### src/rtl/pci_arb_pkg.sv
// Shared types and helpers for the PCI bus arbiter: FSM encoding, default
// sizing and index/one-hot conversion.
package pci_arb_pkg;

  typedef enum logic [1:0] {
    IDLE    = 2'd0,
    GRANTED = 2'd1,
    ACTIVE  = 2'd2
  } arb_state_t;

  localparam int DEF_NUM_MASTERS   = 4;
  localparam int DEF_START_TIMEOUT = 16;
  localparam int MAX_MASTERS       = 32;

  function automatic logic [MAX_MASTERS-1:0] idx2oh(input int unsigned idx);
    return MAX_MASTERS'(1) << idx;
  endfunction

  function automatic int unsigned oh2idx(input logic [MAX_MASTERS-1:0] oh);
    int unsigned r;
    r = 0;
    for (int i = 0; i < MAX_MASTERS; i++)
      if (oh[i]) r = i;
    return r;
  endfunction

endpackage

### src/rtl/rr_priority_picker.sv
// Round-robin pick: rotate vec so ptr lands at bit 0, take the lowest set
// bit, then rotate the winning offset back into an absolute index.
module rr_priority_picker #(
  parameter  int N  = 4,
  localparam int IW = $clog2(N)
) (
  input  logic [N-1:0]  vec,
  input  logic [IW-1:0] ptr,
  output logic          valid,
  output logic [IW-1:0] idx
);

  logic [2*N-1:0] dbl;
  logic [N-1:0]   rot;
  logic [IW-1:0]  off;
  logic [IW:0]    sum;

  always_comb begin
    dbl   = {vec, vec} >> ptr;
    rot   = dbl[N-1:0];
    valid = 1'b0;
    off   = '0;
    // descending scan so the lowest set offset is the last one written
    for (int i = N - 1; i >= 0; i--) begin
      if (rot[IW'(i)]) begin
        valid = 1'b1;
        off   = IW'(i);
      end
    end
    sum = {1'b0, ptr} + {1'b0, off};
    if (sum >= (IW+1)'(N)) sum = sum - (IW+1)'(N);
    idx = sum[IW-1:0];
  end

endmodule

### src/rtl/pci_bus_arbiter.sv
// Round-robin req/gnt arbiter for the shared bus; follows FRAME#/IRDY# to
// track ownership, supports hidden arbitration and revokes unused grants.
module pci_bus_arbiter
  import pci_arb_pkg::*;
#(
  parameter  int NUM_MASTERS   = DEF_NUM_MASTERS,
  parameter  int START_TIMEOUT = DEF_START_TIMEOUT,
  parameter  int CNT_W         = 5,
  localparam int IDX_W         = $clog2(NUM_MASTERS)
) (
  input  logic                   clk,
  input  logic                   reset,
  input  logic [NUM_MASTERS-1:0] req,
  input  logic                   frame_n,
  input  logic                   irdy_n,
  output logic [NUM_MASTERS-1:0] gnt,
  output logic [IDX_W-1:0]       owner,
  output logic                   bus_idle,
  output logic                   timeout_err
);

  arb_state_t             state, state_d;
  logic [IDX_W-1:0]       ptr, ptr_d, owner_d, owner_inc;
  logic [CNT_W-1:0]       cnt, cnt_d;
  logic [NUM_MASTERS-1:0] gnt_d, others;
  logic                   terr_d, idle_q, txn_start, req_own, tc;
  logic                   req_vld, oth_vld;
  logic [IDX_W-1:0]       req_idx, oth_idx;

  assign bus_idle  = frame_n & irdy_n;
  assign txn_start = !frame_n && idle_q;
  assign req_own   = req[owner];
  assign tc        = (cnt == CNT_W'(START_TIMEOUT - 1));
  assign owner_inc = (owner == IDX_W'(NUM_MASTERS - 1)) ? '0 : owner + IDX_W'(1);
  assign others    = req & ~NUM_MASTERS'(idx2oh(32'(owner)));

  rr_priority_picker #(.N(NUM_MASTERS)) u_pick_req (
    .vec(req), .ptr(ptr), .valid(req_vld), .idx(req_idx)
  );

  rr_priority_picker #(.N(NUM_MASTERS)) u_pick_oth (
    .vec(others), .ptr(ptr), .valid(oth_vld), .idx(oth_idx)
  );

  always_ff @(posedge clk) begin
    idle_q <= bus_idle;
    if (reset) begin
      state       <= IDLE;
      gnt         <= '0;
      owner       <= '0;
      ptr         <= '0;
      cnt         <= '0;
      timeout_err <= 1'b0;
    end else begin
      state       <= state_d;
      gnt         <= gnt_d;
      owner       <= owner_d;
      ptr         <= ptr_d;
      cnt         <= cnt_d;
      timeout_err <= terr_d;
    end
  end

  // a transaction start outranks both withdrawal and the timeout terminal count
  always_comb begin
    state_d = state;
    case (state)
      IDLE:    if (|req) state_d = GRANTED;
      GRANTED: begin
        if (txn_start)            state_d = ACTIVE;
        else if (!req_own)        state_d = IDLE;
        else if (bus_idle && tc)  state_d = IDLE;
      end
      ACTIVE: begin
        if (oth_vld)              state_d = GRANTED;
        else if (bus_idle)        state_d = req_own ? GRANTED : IDLE;
      end
      default:                    state_d = IDLE;
    endcase
  end

  always_comb begin
    gnt_d   = gnt;
    owner_d = owner;
    cnt_d   = cnt;
    ptr_d   = ptr;
    terr_d  = 1'b0;
    case (state)
      IDLE: begin
        gnt_d = '0;
        if (req_vld) begin
          gnt_d   = NUM_MASTERS'(idx2oh(32'(req_idx)));
          owner_d = req_idx;
          cnt_d   = '0;
        end
      end
      GRANTED: begin
        if (txn_start) begin
          ptr_d = owner_inc;
        end else if (!req_own) begin
          gnt_d = '0;
        end else if (bus_idle) begin
          cnt_d = cnt + CNT_W'(1);
          if (tc) begin
            gnt_d  = '0;
            terr_d = 1'b1;
            ptr_d  = owner_inc;
          end
        end
      end
      ACTIVE: begin
        if (oth_vld) begin
          gnt_d   = NUM_MASTERS'(idx2oh(32'(oth_idx)));
          owner_d = oth_idx;
          cnt_d   = '0;
        end else if (bus_idle) begin
          if (req_own) cnt_d = '0;
          else         gnt_d = '0;
        end
      end
      default: gnt_d = '0;
    endcase
  end

endmodule
### config.mk
export PLATFORM = sky130hd
export DESIGN_NAME = pci_bus_arbiter
export DESIGN_NICKNAME = d
export VERILOG_FILES = /design/src/rtl/pci_arb_pkg.sv /design/src/rtl/rr_priority_picker.sv /design/src/rtl/pci_bus_arbiter.sv
export SDC_FILE = /design/constraint.sdc
export NUM_CORES = 1
export LEC_CHECK = 0
export CAP_MARGIN = 10
export CORE_ASPECT_RATIO = 0.6
export CORE_MARGIN = 5
export CORE_UTILIZATION = 40
export DETAILED_ROUTE_END_ITERATION = 8
export PLACE_DENSITY = 0.73
export SYNTH_ARGS = -nofsm -noshare
export SYNTH_HDL_FRONTEND = slang
export SYNTH_SLANG_ARGS = --single-unit
### constraint.sdc
create_clock -name clk -period 2.35 [get_ports clk]
set_clock_uncertainty 0.2 [all_clocks]
set_input_delay 0.47 -clock clk [delete_from_list [all_inputs] [get_ports clk]]
set_output_delay 0.47 -clock clk [all_outputs]
set_load 0.01 [all_outputs]
==> flow_summary.ini, run 1 <==
[run_status]
status = finished clean

[power_and_ir_drop]
vdd_ir_drop_max_v = 0.000306
switching_share = 0.273
p_int_uw = 520
power.density_nw_per_um2 = 542
seqPwrFrac = 0.450
clock_power_share = 0.302
leakage_nw = 0.546
p_sw_uw = 195
comb_power_share = 0.248

[synthesis]
synth_async_sr_flop_share = 0
yosys.area.top_type_share = 0.343
ys.flop_type = dfxtp_1
synth.area.top_cells = dfxtp_1 (34%), ha_1 (8.8%), nand3_1 (7.1%)
ys_ff_latch = 17
syn_area_sq_um = 991
synth_top_area_cell = dfxtp_1
seq_area_frac_synth = 0.343
synth_fp_nets = 124
synth_edf_count = 0
synthCells = 109
ys_types = 38
avgSynthCellArea_sq_um = 9.09
yosysWarnings = 0

[worst_setup_path]
rr_startpoint = owner[1]
cp-end-kind = flop
crit_end = owner[0]
r2r-end = owner[0]
path_class = primary input to flop
arrival_ns = 2.18
r2r_cells = 9
cp_slowest_cell = clkdlybuf4s50_1
path_max_fanout = 3
crit_start = req[3]
max_stage_delay_ns = 0.49
required_ns = 2.29
worst_setup_path_start_kind = primary input
crit_chain = clkdlybuf4s50_1 > o21ai_0 > mux4_2 > ha_1 > buf_4 > mux2i_1 > nor2_1
reg2reg_slack_ns = 0.16

[layout]
drive_gt1_frac = 0.176
fillCellCount = 220
antenna_cells = 0
final_cell_mix = dfxtp_1 (15), nand3_1 (14), clkdlybuf4s50_1 (14), buf_4 (13), inv_1 (9)
post-route-util = 0.542
final_nets = 152
area_growth_pct = 33.1
mostFrequentLayoutCell = dfxtp_1

[placement]
gp_congestion = 0.807
dp_slack_ns = -0.156
post-dp-hpwl_mm = 1.89
io_buffer_count = 15

[detailed_routing]
drc = 0
num_vias = 903
wl_per_cell_um = 14.3
antenna_left = 0
drt-total-wl_mm = 2.40
drtIter0Drc = 47
viasPerCell = 5.38
dr.pass1.iters = 4

[clock_tree]
postCtsHoldBufs = 0
cts_buffers = 3
clkTransAtPathRegs_ns = 0.06
clock-root-buffer = clkbuf_8
htreeDepth = 1
cts_num_sinks = 17
clk_path_buf_depth = 2
cts_tree = yes
cts_setup_buffers = 0
clkLatencyLatePin_ns = 0.25

[timing]
setup_violations = 0
relSlewSlack = 0.737
setup_ws_ns = 0.113
rsz0062_at_grt = false
slew_viol_final = 0
min_period_ns = 2.24
timing.fmax_mhz = 447
hold_viol_final = 0
whs_ns = 0.271
final_min_period_over_clock_period = 0.952
tightestPinTransition_ns = 0.389

[floorplanning]
fp-row-count = 14
die_w_um = 74.3
die-height_um = 48.6
fp.coreArea_sq_um = 2430
initial_core_util = 0.407
ios = 16
die_area_sq_um = 3610

[grt]
grt_max_degree = 13
grt_remaining_overflow = 0
antenna_found_initial = 0
grt_first_pass_wirelength_mm = 4.09
grt_pass1_vias = 877
grt.total_usage = 0.142

[worst_hold_path]
hold_class = flop to flop

[run]
cap_violations = 0
[repair_timing]
| item | 4_1_cts | 5_1_grt |
|---|---|---|
| hold endpoints to repair | 0 | 0 |
| resized for setup | 0 | 6 |
| setup endpoints to repair | 0 | 7 |
[kinds of logic after synthesis]
group | Yosys count | share of synthesized area
AOI/OAI and AO/OA | 18 | 0.136
xor gates and xnor gates | 3 | 0.0265
adders and majority gates | 7 | 0.0884
buffers and inverters | 14 | 0.0543
DFF | 17 | 0.343
muxes | 4 | 0.0669
and+or+nand+nor | 46 | 0.284
[registers in the layout, summed over array words and instances (netlist names)]
| name | cells |
|---|---|
| gnt | 4 |
| state | 2 |
| ptr | 2 |
| idle_q | 1 |
| owner | 2 |
| cnt | 5 |
| timeout_err | 1 |
[power by group through the flow]
stage / combinational, mW / sequential, mW / clock, mW
2_1_floorplan: 0.0862 / 0.330 / 0
3_3_place_gp: 0.170 / 0.326 / 0
3_5_place_dp: 0.173 / 0.327 / 0
4_1_cts: 0.174 / 0.321 / 0.220
5_1_grt: 0.194 / 0.324 / 0.234
6_report: 0.178 / 0.322 / 0.216
[worst max-delay path: cells and delay by family]
| family | cells | cell delay, ns |
|---|---|---|
| muxes | 2 | 0.59 |
| and+or+nand+nor | 1 | 0.05 |
| buffers and inverters | 2 | 0.65 |
| adders and majority gates | 1 | 0.32 |
| AOI/OAI and AO/OA | 1 | 0.09 |
[worst min-delay path by stage]
stage                       from  endpoint  slack [ns]  cells after the start
after floorplan           cnt[4]    cnt[4]        0.23                      1
after CTS                 cnt[4]    cnt[4]        0.27                      1
after global routing      cnt[4]    cnt[4]        0.30                      1
final                     cnt[4]    cnt[4]        0.27                      1
after detailed placement  cnt[4]    cnt[4]        0.26                      1
after global placement    cnt[4]    cnt[4]        0.25                      1
[Yosys cell counts (2+ instances only)]
master,number
ha_1,7
dfxtp_1,17
a22o_1,2
mux4_2,2
nand4b_1,2
a211o_1,2
nor2_1,3
and2_1,2
clkbuf_1,3
o21ai_0,4
nand4_1,4
and3_1,3
nor4bb_1,2
nor2b_1,2
a21oi_1,2
o2bb2ai_1,2
inv_1,9
xnor2_1,2
nand3_1,14
nand2_1,2
a21o_1,2
nand2b_1,4
nor3_1,2
[stage by stage]
step	power, mW	instance area (sq um)	instances	TNS, ns
5_1_grt	0.752	1320	168	0
4_1_cts	0.715	1300	168	0
6_report	0.715	1320	168	0
2_1_floorplan	0.416	991	109	0
3_5_place_dp	0.500	1260	164	-0.871
3_3_place_gp	0.495	1260	164	-0.596
[metal layers]
layer | global-route usage | routed length, um | up-vias
li1 | - | - | 455
met1 | 0.203 | 1210 | 428
met2 | 0.215 | 1090 | 18
met3 | 0.0372 | 84 | 2
met4 | 0.0266 | 13 | 0
met5 | 0 | 0 | -
[final cells by class]
cell class	instances	area [sq um]	area share
clock buffer	4	45.0	0.0342
inverter	9	33.8	0.0256
multi-input combinational	78	602	0.456
sequential	17	348	0.264
tap	32	40.0	0.0304
timing repair buffer	28	250	0.190
Power figures use the tool's default switching activity.
==> run 2, diff against run 1 <==
--- a/config.mk
+++ b/config.mk
@@ -6,11 +6,11 @@
 export NUM_CORES = 1
 export LEC_CHECK = 0
 export CAP_MARGIN = 10
-export CORE_ASPECT_RATIO = 0.6
 export CORE_MARGIN = 5
-export CORE_UTILIZATION = 40
+export CORE_UTILIZATION = 54
 export DETAILED_ROUTE_END_ITERATION = 8
-export PLACE_DENSITY = 0.73
+export DONT_BUFFER_PORTS = 1
+export PLACE_DENSITY = 0.8
 export SYNTH_ARGS = -nofsm -noshare
 export SYNTH_HDL_FRONTEND = slang
 export SYNTH_SLANG_ARGS = --single-unit
==> run 2 against run 1 <==
Effect of this change: non-clock buffer count shrank 22; setup slack better by 0.031 ns; largest power group unchanged; global-route usage up 3.3 points; critical path type is now flop to flop; via count fell by 9.0%; power down 16%; cell area fell by 17%; critical path depth is 2 higher; critical endpoint is now gnt[2]; hold slack got worse by 0.24 ns; die area shrank 23%.
==> flow_summary.ini, run 2 (same netlist as run 1, synthesis figures left out) <==
[detailed_routing]
drt-total-wl_mm = 2.09
viasPerCell = 5.91
wl_per_cell_um = 15.0
num_vias = 822
antenna_left = 0
dr.pass1.iters = 4
drtIter0Drc = 22
drc = 0

[grt]
grt_pass1_vias = 801
grt_first_pass_wirelength_mm = 3.64
grt_max_degree = 16
grt.total_usage = 0.175
antenna_found_initial = 0
grt_remaining_overflow = 0

[layout]
mostFrequentLayoutCell = dfxtp_1
antenna_cells = 0
largest_reg_flops = 5
fillCellCount = 159
area_growth_pct = 9.98
drive_gt1_frac = 0.167
post-route-util = 0.631
regMostFlops = cnt
final_cell_mix = dfxtp_1 (15), nand3_1 (14), inv_1 (9), ha_1 (7), buf_4 (6)
final_nets = 130
largest_registers = cnt x5, gnt x4

[floorplanning]
die_area_sq_um = 2790
initial_core_util = 0.574
fp.coreArea_sq_um = 1730
die_w_um = 52.8
die-height_um = 52.8
ios = 16
fp-row-count = 15

[clock_tree]
htreeDepth = 1
clkLatencyLatePin_ns = 0.29
postCtsHoldBufs = 0
clock-root-buffer = clkbuf_4
clkTransAtPathRegs_ns = 0.09
cts_setup_buffers = 0
cts_buffers = 3
clk_path_buf_depth = 2
cts_num_sinks = 17
cts_tree = yes

[worst_setup_path]
path_max_fanout = 4
path_class = flop to flop
worst_setup_path_start_kind = flop
required_ns = 2.39
arrival_ns = 2.25
reg2reg_slack_ns = 0.14
cp-end-kind = flop

[timing]
fin_tns_setup_ns = 0
whs_ns = 0.0303
final_min_period_over_clock_period = 0.939
min_period_ns = 2.21
slew_viol_final = 0
hold_viol_final = 0
timing.fmax_mhz = 453
relSlewSlack = 0.606
tightestPinTransition_ns = 0.589
setup_violations = 0

[run_status]
status = finished clean

[power_and_ir_drop]
power.density_nw_per_um2 = 551
leakage_nw = 0.436
vdd_ir_drop_max_v = 0.000355
p_total_uw = 601

[worst_hold_path]
hold_class = primary input to flop

[placement]
io_buffer_count = 0
post-dp-hpwl_mm = 1.58
gp_congestion = 0.792

[run]
cap_violations = 0
-- run 2: power by group --
group	switching [mW]	internal (mW)
Clock	0.0889	0.0633
Sequential	0.0187	0.305
Combinational	0.0681	0.0569
-- run 2: what timing repair did --
| action | in CTS | in global routing |
|---|---|---|
| gates resized for setup | 0 | 4 |
| endpoints found under the hold margin | 0 | 0 |
| setup endpoints to repair | 0 | 5 |
-- run 2: worst paths after layout --
check	startpoint	endpoint	cells after the start
min reg2reg	cnt[4]	cnt[4]	1
max reg2reg	owner[1]	gnt[2]	9
max	owner[1]	gnt[2]	9
min	reset	owner[0]	1
-- run 2: layer usage --
metal  global-route usage  wire (um)
met2                0.298       1010
met4               0.0128          0
met3               0.0570         94
met5                    0          0
met1                0.221        988
-- run 2: area by class of cell --
class,instances,area (sq um),area share
clock inverters,1,5.00,0.00459
well taps,25,31.3,0.0287
clock buffers,3,22.5,0.0207
flip-flops and latches,17,343,0.315
inverters,9,33.8,0.0310
repair buffers,6,45.0,0.0413
multi-input cells,78,609,0.559
-- run 2: worst max-delay path, stage by stage (launching register included) --
cell and delay [ns]:
dfxtp_2 0.38, inv_1 0.09, ha_1 0.18, inv_1 0.05, o21ai_0 0.08, mux4_2 0.46
ha_1 0.33, nor3_2 0.23, a32oi_1 0.07, nand2_1 0.09
-- run 2: per-stage QoR --
stage / cells / worst slack (ns) / instance area, sq um
after floorplan: 109 / 0.0797 / 991
after global placement: 135 / 0.147 / 1050
after detailed placement: 135 / 0.0823 / 1050
after CTS: 139 / 0.0485 / 1070
after global routing: 139 / -0.0135 / 1090
final: 139 / 0.144 / 1090
